==> src/rtl/sim_host_pkg.sv <==
// Shared types, address map helpers and width utilities for the simulation host port.
package sim_host_pkg;

    typedef logic [7:0] byte_t;

    // Exit-request state: idle, waiting for all consoles to drain, finished.
    typedef enum logic [1:0] {
        EXIT_IDLE    = 2'd0,
        EXIT_PENDING = 2'd1,
        EXIT_DONE    = 2'd2
    } exit_state_t;

    // Channel data addresses start at zero.
    localparam int CHAN_BASE = 0;

    // Exit-code register sits directly above the channel addresses.
    function automatic int exit_ofs(input int num_channels);
        return CHAN_BASE + num_channels;
    endfunction

    // Watchdog kick sits directly above the exit-code register.
    function automatic int kick_ofs(input int num_channels);
        return CHAN_BASE + num_channels + 1;
    endfunction

    // $clog2 that never yields a zero-width vector.
    function automatic int clog2_min1(input int n);
        return (n <= 1) ? 1 : $clog2(n);
    endfunction

endpackage

==> src/rtl/sim_host_fifo.sv <==
// Per-channel byte FIFO with wrap-bit pointers; push ignored when full, pop ignored when empty.
module sim_host_fifo
    import sim_host_pkg::*;
#(
    parameter int DEPTH = 16
) (
    input  logic  clk,
    input  logic  n_rst,
    input  logic  push,
    input  byte_t push_data,
    input  logic  pop,
    output byte_t head,
    output logic  full,
    output logic  empty
);

    localparam int AW = $clog2(DEPTH);

    logic [AW:0] wr_ptr;
    logic [AW:0] rd_ptr;
    byte_t       mem [DEPTH];

    assign empty = (wr_ptr == rd_ptr);
    assign full  = (wr_ptr[AW] != rd_ptr[AW]) && (wr_ptr[AW-1:0] == rd_ptr[AW-1:0]);
    assign head  = mem[rd_ptr[AW-1:0]];

    // Pointer update; pointers carry one extra wrap bit to tell full from empty.
    always_ff @(posedge clk) begin
        if (!n_rst) begin
            wr_ptr <= '0;
            rd_ptr <= '0;
        end else begin
            if (push && !full) begin
                wr_ptr <= wr_ptr + 1'b1;
            end
            if (pop && !empty) begin
                rd_ptr <= rd_ptr + 1'b1;
            end
        end
    end

    // Storage write; contents need no reset since empty masks them.
    always_ff @(posedge clk) begin
        if (push && !full) begin
            mem[wr_ptr[AW-1:0]] <= push_data;
        end
    end

endmodule

==> src/rtl/sim_host_port.sv <==
// Simulation host channel: console FIFOs with round-robin drain, exit register with flush ordering, watchdog.
module sim_host_port
    import sim_host_pkg::*;
#(
    parameter int NUM_CHANNELS   = 2,
    parameter int FIFO_DEPTH     = 16,
    parameter int ADDR_W         = 4,
    parameter int TIMEOUT_CYCLES = 0
) (
    input  logic                               clk,
    input  logic                               n_rst,
    input  logic                               wr_en,
    input  logic [ADDR_W-1:0]                  wr_addr,
    input  logic [7:0]                         wr_data,
    output logic                               out_valid,
    input  logic                               out_ready,
    output logic [clog2_min1(NUM_CHANNELS)-1:0] out_chan,
    output logic [7:0]                         out_data,
    output logic [NUM_CHANNELS-1:0]            overflow,
    output logic                               exit_valid,
    output logic [7:0]                         exit_code,
    output logic                               timeout
);

    localparam int                CW        = clog2_min1(NUM_CHANNELS);
    localparam logic [ADDR_W-1:0] EXIT_ADDR = ADDR_W'(exit_ofs(NUM_CHANNELS));
    localparam logic [ADDR_W-1:0] KICK_ADDR = ADDR_W'(kick_ofs(NUM_CHANNELS));

    logic [NUM_CHANNELS-1:0] push;
    logic [NUM_CHANNELS-1:0] pop;
    logic [NUM_CHANNELS-1:0] drop;
    logic [NUM_CHANNELS-1:0] full;
    logic [NUM_CHANNELS-1:0] empty;
    byte_t                   head [NUM_CHANNELS];

    logic                    exit_hit;
    logic [CW-1:0]           last_q;
    logic [CW-1:0]           lock_chan_q;
    logic                    lock_q;
    logic [CW-1:0]           pick;
    logic [CW-1:0]           sel;
    logic                    xfer;
    exit_state_t             state_q;
    exit_state_t             state_d;
    byte_t                   code_q;

    assign exit_hit = wr_en && (wr_addr == EXIT_ADDR);

    // Address decode into per-channel push and drop-on-full strobes.
    always_comb begin
        push = '0;
        drop = '0;
        for (int unsigned i = 0; i < NUM_CHANNELS; i++) begin
            if (wr_en && (wr_addr == ADDR_W'(CHAN_BASE + i))) begin
                push[i] = !full[i];
                drop[i] = full[i];
            end
        end
    end

    for (genvar g = 0; g < NUM_CHANNELS; g++) begin : g_chan
        sim_host_fifo #(
            .DEPTH (FIFO_DEPTH)
        ) u_fifo (
            .clk       (clk),
            .n_rst     (n_rst),
            .push      (push[g]),
            .push_data (wr_data),
            .pop       (pop[g]),
            .head      (head[g]),
            .full      (full[g]),
            .empty     (empty[g])
        );
    end

    // Round-robin candidate: first non-empty channel after the last one that transferred.
    always_comb begin
        int unsigned idx;
        logic        found;
        pick  = '0;
        found = 1'b0;
        idx   = 0;
        for (int unsigned i = 1; i <= NUM_CHANNELS; i++) begin
            idx = int'(last_q) + i;
            if (idx >= NUM_CHANNELS) begin
                idx = idx - NUM_CHANNELS;
            end
            if (!found && !empty[idx]) begin
                pick  = CW'(idx);
                found = 1'b1;
            end
        end
    end

    // A stalled offer keeps its channel so out_chan/out_data stay put until taken.
    assign sel       = lock_q ? lock_chan_q : pick;
    assign out_chan  = sel;
    assign out_valid = !empty[sel];
    assign out_data  = out_valid ? head[sel] : '0;
    assign xfer      = out_valid && out_ready;

    // Route the handshake to the granted FIFO only.
    always_comb begin
        pop = '0;
        for (int unsigned i = 0; i < NUM_CHANNELS; i++) begin
            if (xfer && (sel == CW'(i))) begin
                pop[i] = 1'b1;
            end
        end
    end

    // Arbiter state; reset points last_q at the top channel so channel 0 is searched first.
    always_ff @(posedge clk) begin
        if (!n_rst) begin
            last_q      <= CW'(NUM_CHANNELS - 1);
            lock_q      <= 1'b0;
            lock_chan_q <= '0;
        end else begin
            lock_q      <= out_valid && !out_ready;
            lock_chan_q <= sel;
            if (xfer) begin
                last_q <= sel;
            end
        end
    end

    // Sticky per-channel overflow flags.
    always_ff @(posedge clk) begin
        if (!n_rst) begin
            overflow <= '0;
        end else begin
            overflow <= overflow | drop;
        end
    end

    // Exit FSM state register and first-exit-code latch.
    always_ff @(posedge clk) begin
        if (!n_rst) begin
            state_q <= EXIT_IDLE;
            code_q  <= '0;
        end else begin
            state_q <= state_d;
            if ((state_q == EXIT_IDLE) && exit_hit) begin
                code_q <= wr_data;
            end
        end
    end

    // Exit next state: finish only once every FIFO is empty and no byte is entering.
    always_comb begin
        state_d = state_q;
        case (state_q)
            EXIT_IDLE:    if (exit_hit) state_d = EXIT_PENDING;
            EXIT_PENDING: if ((&empty) && !(|push)) state_d = EXIT_DONE;
            EXIT_DONE:    state_d = EXIT_DONE;
            default:      state_d = EXIT_IDLE;
        endcase
    end

    assign exit_valid = (state_q == EXIT_DONE);
    assign exit_code  = code_q;

    if (TIMEOUT_CYCLES > 0) begin : g_wdog
        localparam int CNT_W = clog2_min1(TIMEOUT_CYCLES + 1);

        logic             mapped;
        logic [CNT_W-1:0] cnt_q;
        logic             tmo_q;

        assign mapped  = wr_en && (wr_addr <= KICK_ADDR);
        assign timeout = tmo_q;

        // Idle-cycle counter; frozen once the run has ended either way.
        always_ff @(posedge clk) begin
            if (!n_rst) begin
                cnt_q <= '0;
                tmo_q <= 1'b0;
            end else if (!exit_valid && !tmo_q) begin
                if (mapped) begin
                    cnt_q <= '0;
                end else begin
                    cnt_q <= cnt_q + 1'b1;
                    if ((cnt_q + 1'b1) == CNT_W'(TIMEOUT_CYCLES)) begin
                        tmo_q <= 1'b1;
                    end
                end
            end
        end
    end else begin : g_no_wdog
        assign timeout = 1'b0;
    end

endmodule

==> config.mk <==
export PLATFORM = sky130hd
export DESIGN_NAME = sim_host_port
export DESIGN_NICKNAME = d
export VERILOG_FILES = /design/src/rtl/sim_host_pkg.sv /design/src/rtl/sim_host_fifo.sv /design/src/rtl/sim_host_port.sv
export SDC_FILE = /design/constraint.sdc
export NUM_CORES = 1
export LEC_CHECK = 0
export ABC_AREA = 1
export BUFFER_PORTS_ARGS = -buffer_cell sky130_fd_sc_hd__buf_4
export CORE_UTILIZATION = 57
export DETAILED_ROUTE_END_ITERATION = 10
export GPL_TIMING_DRIVEN = 0
export PLACE_DENSITY = 0.74
export SETUP_SLACK_MARGIN = 0.1
export SLEW_MARGIN = 10
export SYNTH_ARGS = -nofsm -noshare
export SYNTH_HDL_FRONTEND = slang
export SYNTH_SLANG_ARGS = --single-unit
==> constraint.sdc <==
create_clock -name clk -period 4.3 [get_ports clk]
set_clock_uncertainty 0.05 [all_clocks]
set_input_delay 0.645 -clock clk [delete_from_list [all_inputs] [get_ports clk]]
set_output_delay 0.645 -clock clk [all_outputs]
set_load 0.01 [all_outputs]
==> flow_metrics.tcl <==
set metrics [dict create \
    overflow 0 \
    die_width_um 151 \
    synth_seq_cells 299 \
    tightest_slew_ns 0.904 \
    yosysUniqueCellTypes 41 \
    wl_per_cell_um 20.8 \
    multi_input_area_sq_um 3410 \
    fin_setup_tns_ns 0 \
    finalMaxSlewViolations 0 \
    path_clk_slew_ns 0.06 \
    p_per_area_nw_per_um2 411 \
    gp_congestion 0.937 \
    finalCritPeriodShare 0.841 \
    slew_headroom 0.395 \
    initial_core_util 0.579 \
    synthCells 1073 \
    cp_top_family "buffers and inverters" \
    core_area_sq_um 21800 \
    vdd_drop_max_v 0.000298 \
    vias 8537 \
    yosys.area_share.simple 0.0994 \
    syn_avg_cell_area_sq_um 11.7 \
    drtIter0Drc 1016 \
    ff_latch_area_sq_um 8550 \
    area_growth_pct 12.2 \
    fp.dieH_um 151 \
    crit_fanout 10 \
    routed_via_density 5.92 \
    cts_buffers 28 \
    finalNonFillerCells 1441 \
    fmax_mhz 277 \
    h-tree-depth 1 \
    antenna_found_initial 0 \
    cp_common_cell "o21ai_0" \
    cts_hold_buf 0 \
    synth_xor_area_frac 0.00695 \
    cts-resized-gates 0 \
    crit_path_top_delay_cell "clkbuf_1" \
    wl_um 30000 \
    utilization 0.650 \
    ios 38 \
    worst_hold_slack_ns 0.300 \
    arrival_ns 2.92 \
    hold_viol_final 0 \
    final.min_clock_period_ns 3.62 \
    final_common_cell "edfxtp_1" \
    firstDrtPassIters 6 \
    clock_latency_ns 0.54 \
    nFillCells 1600 \
    critical_path.cell_chain "inv_2 -> clkbuf_1 -> a21oi_1 -> o21ai_0 -> o21ai_0 -> o21ai_0 -> nand2_1 -> nand3_1 -> nand2_1 -> nor2_1 -> buf_4" \
    rsz0062_at_grt "false" \
    final_cell_mix "edfxtp_1 (256), o21ai_0 (134), nand2_1 (133)" \
    critPathMaxStageDelay_ns 0.55 \
    ys_warn_count 0 \
    antenna_cells 0 \
    hp-class "in2reg" \
    status "completed" \
    ant_nets 0 \
    cp.required_ns 3.61 \
    placed_cell_area_sq_um 13200 \
    io_buffers 36 \
    cts_buffer_depth 3 \
    grt_max_degree 34 \
    path_buf_inv 3 \
    placed_cells 1389 \
    synthAdderAreaFrac 0.0129 \
    setup_viol 0 \
    maxCapViolations 0 \
    die_area_sq_um 22700 \
    cts.sinks 299 \
    clock-root-buffer "clkbuf_16" \
    final_nets 1168 \
    cts_setup_buffers 0 \
    grt_pass1_wl_um 44900 \
    worstSetupStartpointType "flip-flop" \
    p_leak_uw 0.00517 \
    synth_top_family_by_area "compound AO/OA/AOI/OAI gates" \
    grt_pass1_vias 7989 \
    stdcell_area_sq_um 14100 \
    rows 54 \
    place.detailed.hpwl_um 19200 \
    synth_compound_area_frac 0.103 \
    critPathKind "reg2out" \
    synth_area_sq_um 12600 \
    drcViolationCount 0 \
    synth-seq-area-share 0.678 \
    grt_use_total 0.270 \
    endpoint_kind "output port" \
    drive_gt1_frac 0.137 \
    syn-num-nets 1102 \
    muxShareOfSynthArea 0.0485 \
    tritoncts "built" \
]
-- Yosys cell counts (all sizes together) --
cell    count  area [sq um]
a211oi      1          7.51
a21oi     101           521
buf        24           135
clkbuf     23          86.3
clkinv      3          16.3
conb        1          3.75
dfxtp      43           861
edfxtp    256          7690
ha         13           163
inv       109           409
mux2       25           282
mux2i      33           330
nand2     146           596
nand3      51           290
nand3b      1          7.51
nand4       4          46.3
nor2       74           288
nor3        4          20.0
nor4        1          6.26
o211ai      2          15.0
o21a        1          7.51
o21ai     142           711
o22ai       5          31.3
xnor2       5          43.8
xor2        5          43.8
-- final cells by class --
class                      count  area share
tap                          280      0.0248
sequential                   299       0.604
inverter                     112      0.0301
timing repair buffer          36      0.0191
clock inverter                16     0.00646
buffer                        47      0.0157
multi-input combinational    615       0.241
clock buffer                  36      0.0584
-- power by group --
group | switching [uW] | internal [uW] | leakage [uW]
logic | 169 | 73.2 | 0.00208
registers | 5.92 | 3150 | 0.00265
clock network | 1060 | 1360 | 0.000440
-- final timing paths --
path / from / cells after the start / slack, ns / endpoint
setup reg to reg: g_chan[0].u_fifo.rd_ptr[2]$_SDFFE_PN0P_ / 7 / 1.90 / g_chan[0].u_fifo.mem[1][1]$_DFFE_PP_
hold / removal: out_ready / 2 / 0.30 / lock_q$_SDFF_PN0_
hold reg to reg: overflow[0]$_SDFF_PN0_ / 2 / 0.44 / overflow[0]$_SDFF_PN0_
setup / recovery: flip-flop / 11 / 0.68 / out_data[0]
-- per-layer routing --
metal  up-vias  routed length, um  track usage
li1       3892                  -            -
met1      4069              12500        0.392
met2       500              13400        0.410
met3        76               3190       0.0518
met4         0                900       0.0910
met5         -                  0            0
-- sequential cells by signal, summed over array words and instances, names as in the netlist, named ones only --
signal and cells:
lock_q 1, overflow 2, state_q 2, exit_code 8, g_chan.u_fifo.wr_ptr 10, g_chan.u_fifo.rd_ptr 10, last_q 1, lock_chan_q 1
g_chan.u_fifo.mem 256
-- through the flow --
stage	power (uW)	setup WS [ns]
after CTS	5820	0.807
after detailed placement	3460	1.39
after floorplan	3340	2.09
after global placement	3450	1.39
after global routing	5940	0.636
final	5820	0.684
-- worst register-to-register path, cell delays in order, from the launching register on --
cell and delay (ns):
dfxtp_1 0.44, xor2_1 0.17, nor2_1 0.09, nand3_1 0.11, nand2_1 0.13, inv_2 0.16, nand2_1 0.16, nor2_1 0.72
-- cell families (layout without fill, tap and decap cells) --
family	after synthesis	count (layout)
flip-flops	299	299
buffers and inverters	159	247
AND/OR/NAND/NOR	281	281
XOR/XNOR	10	10
multiplexers	58	58
adder cells (fa/ha/maj)	13	13
other	1	1
AO/OA/AOI/OAI	252	252
(Power assumes the default switching activity.)
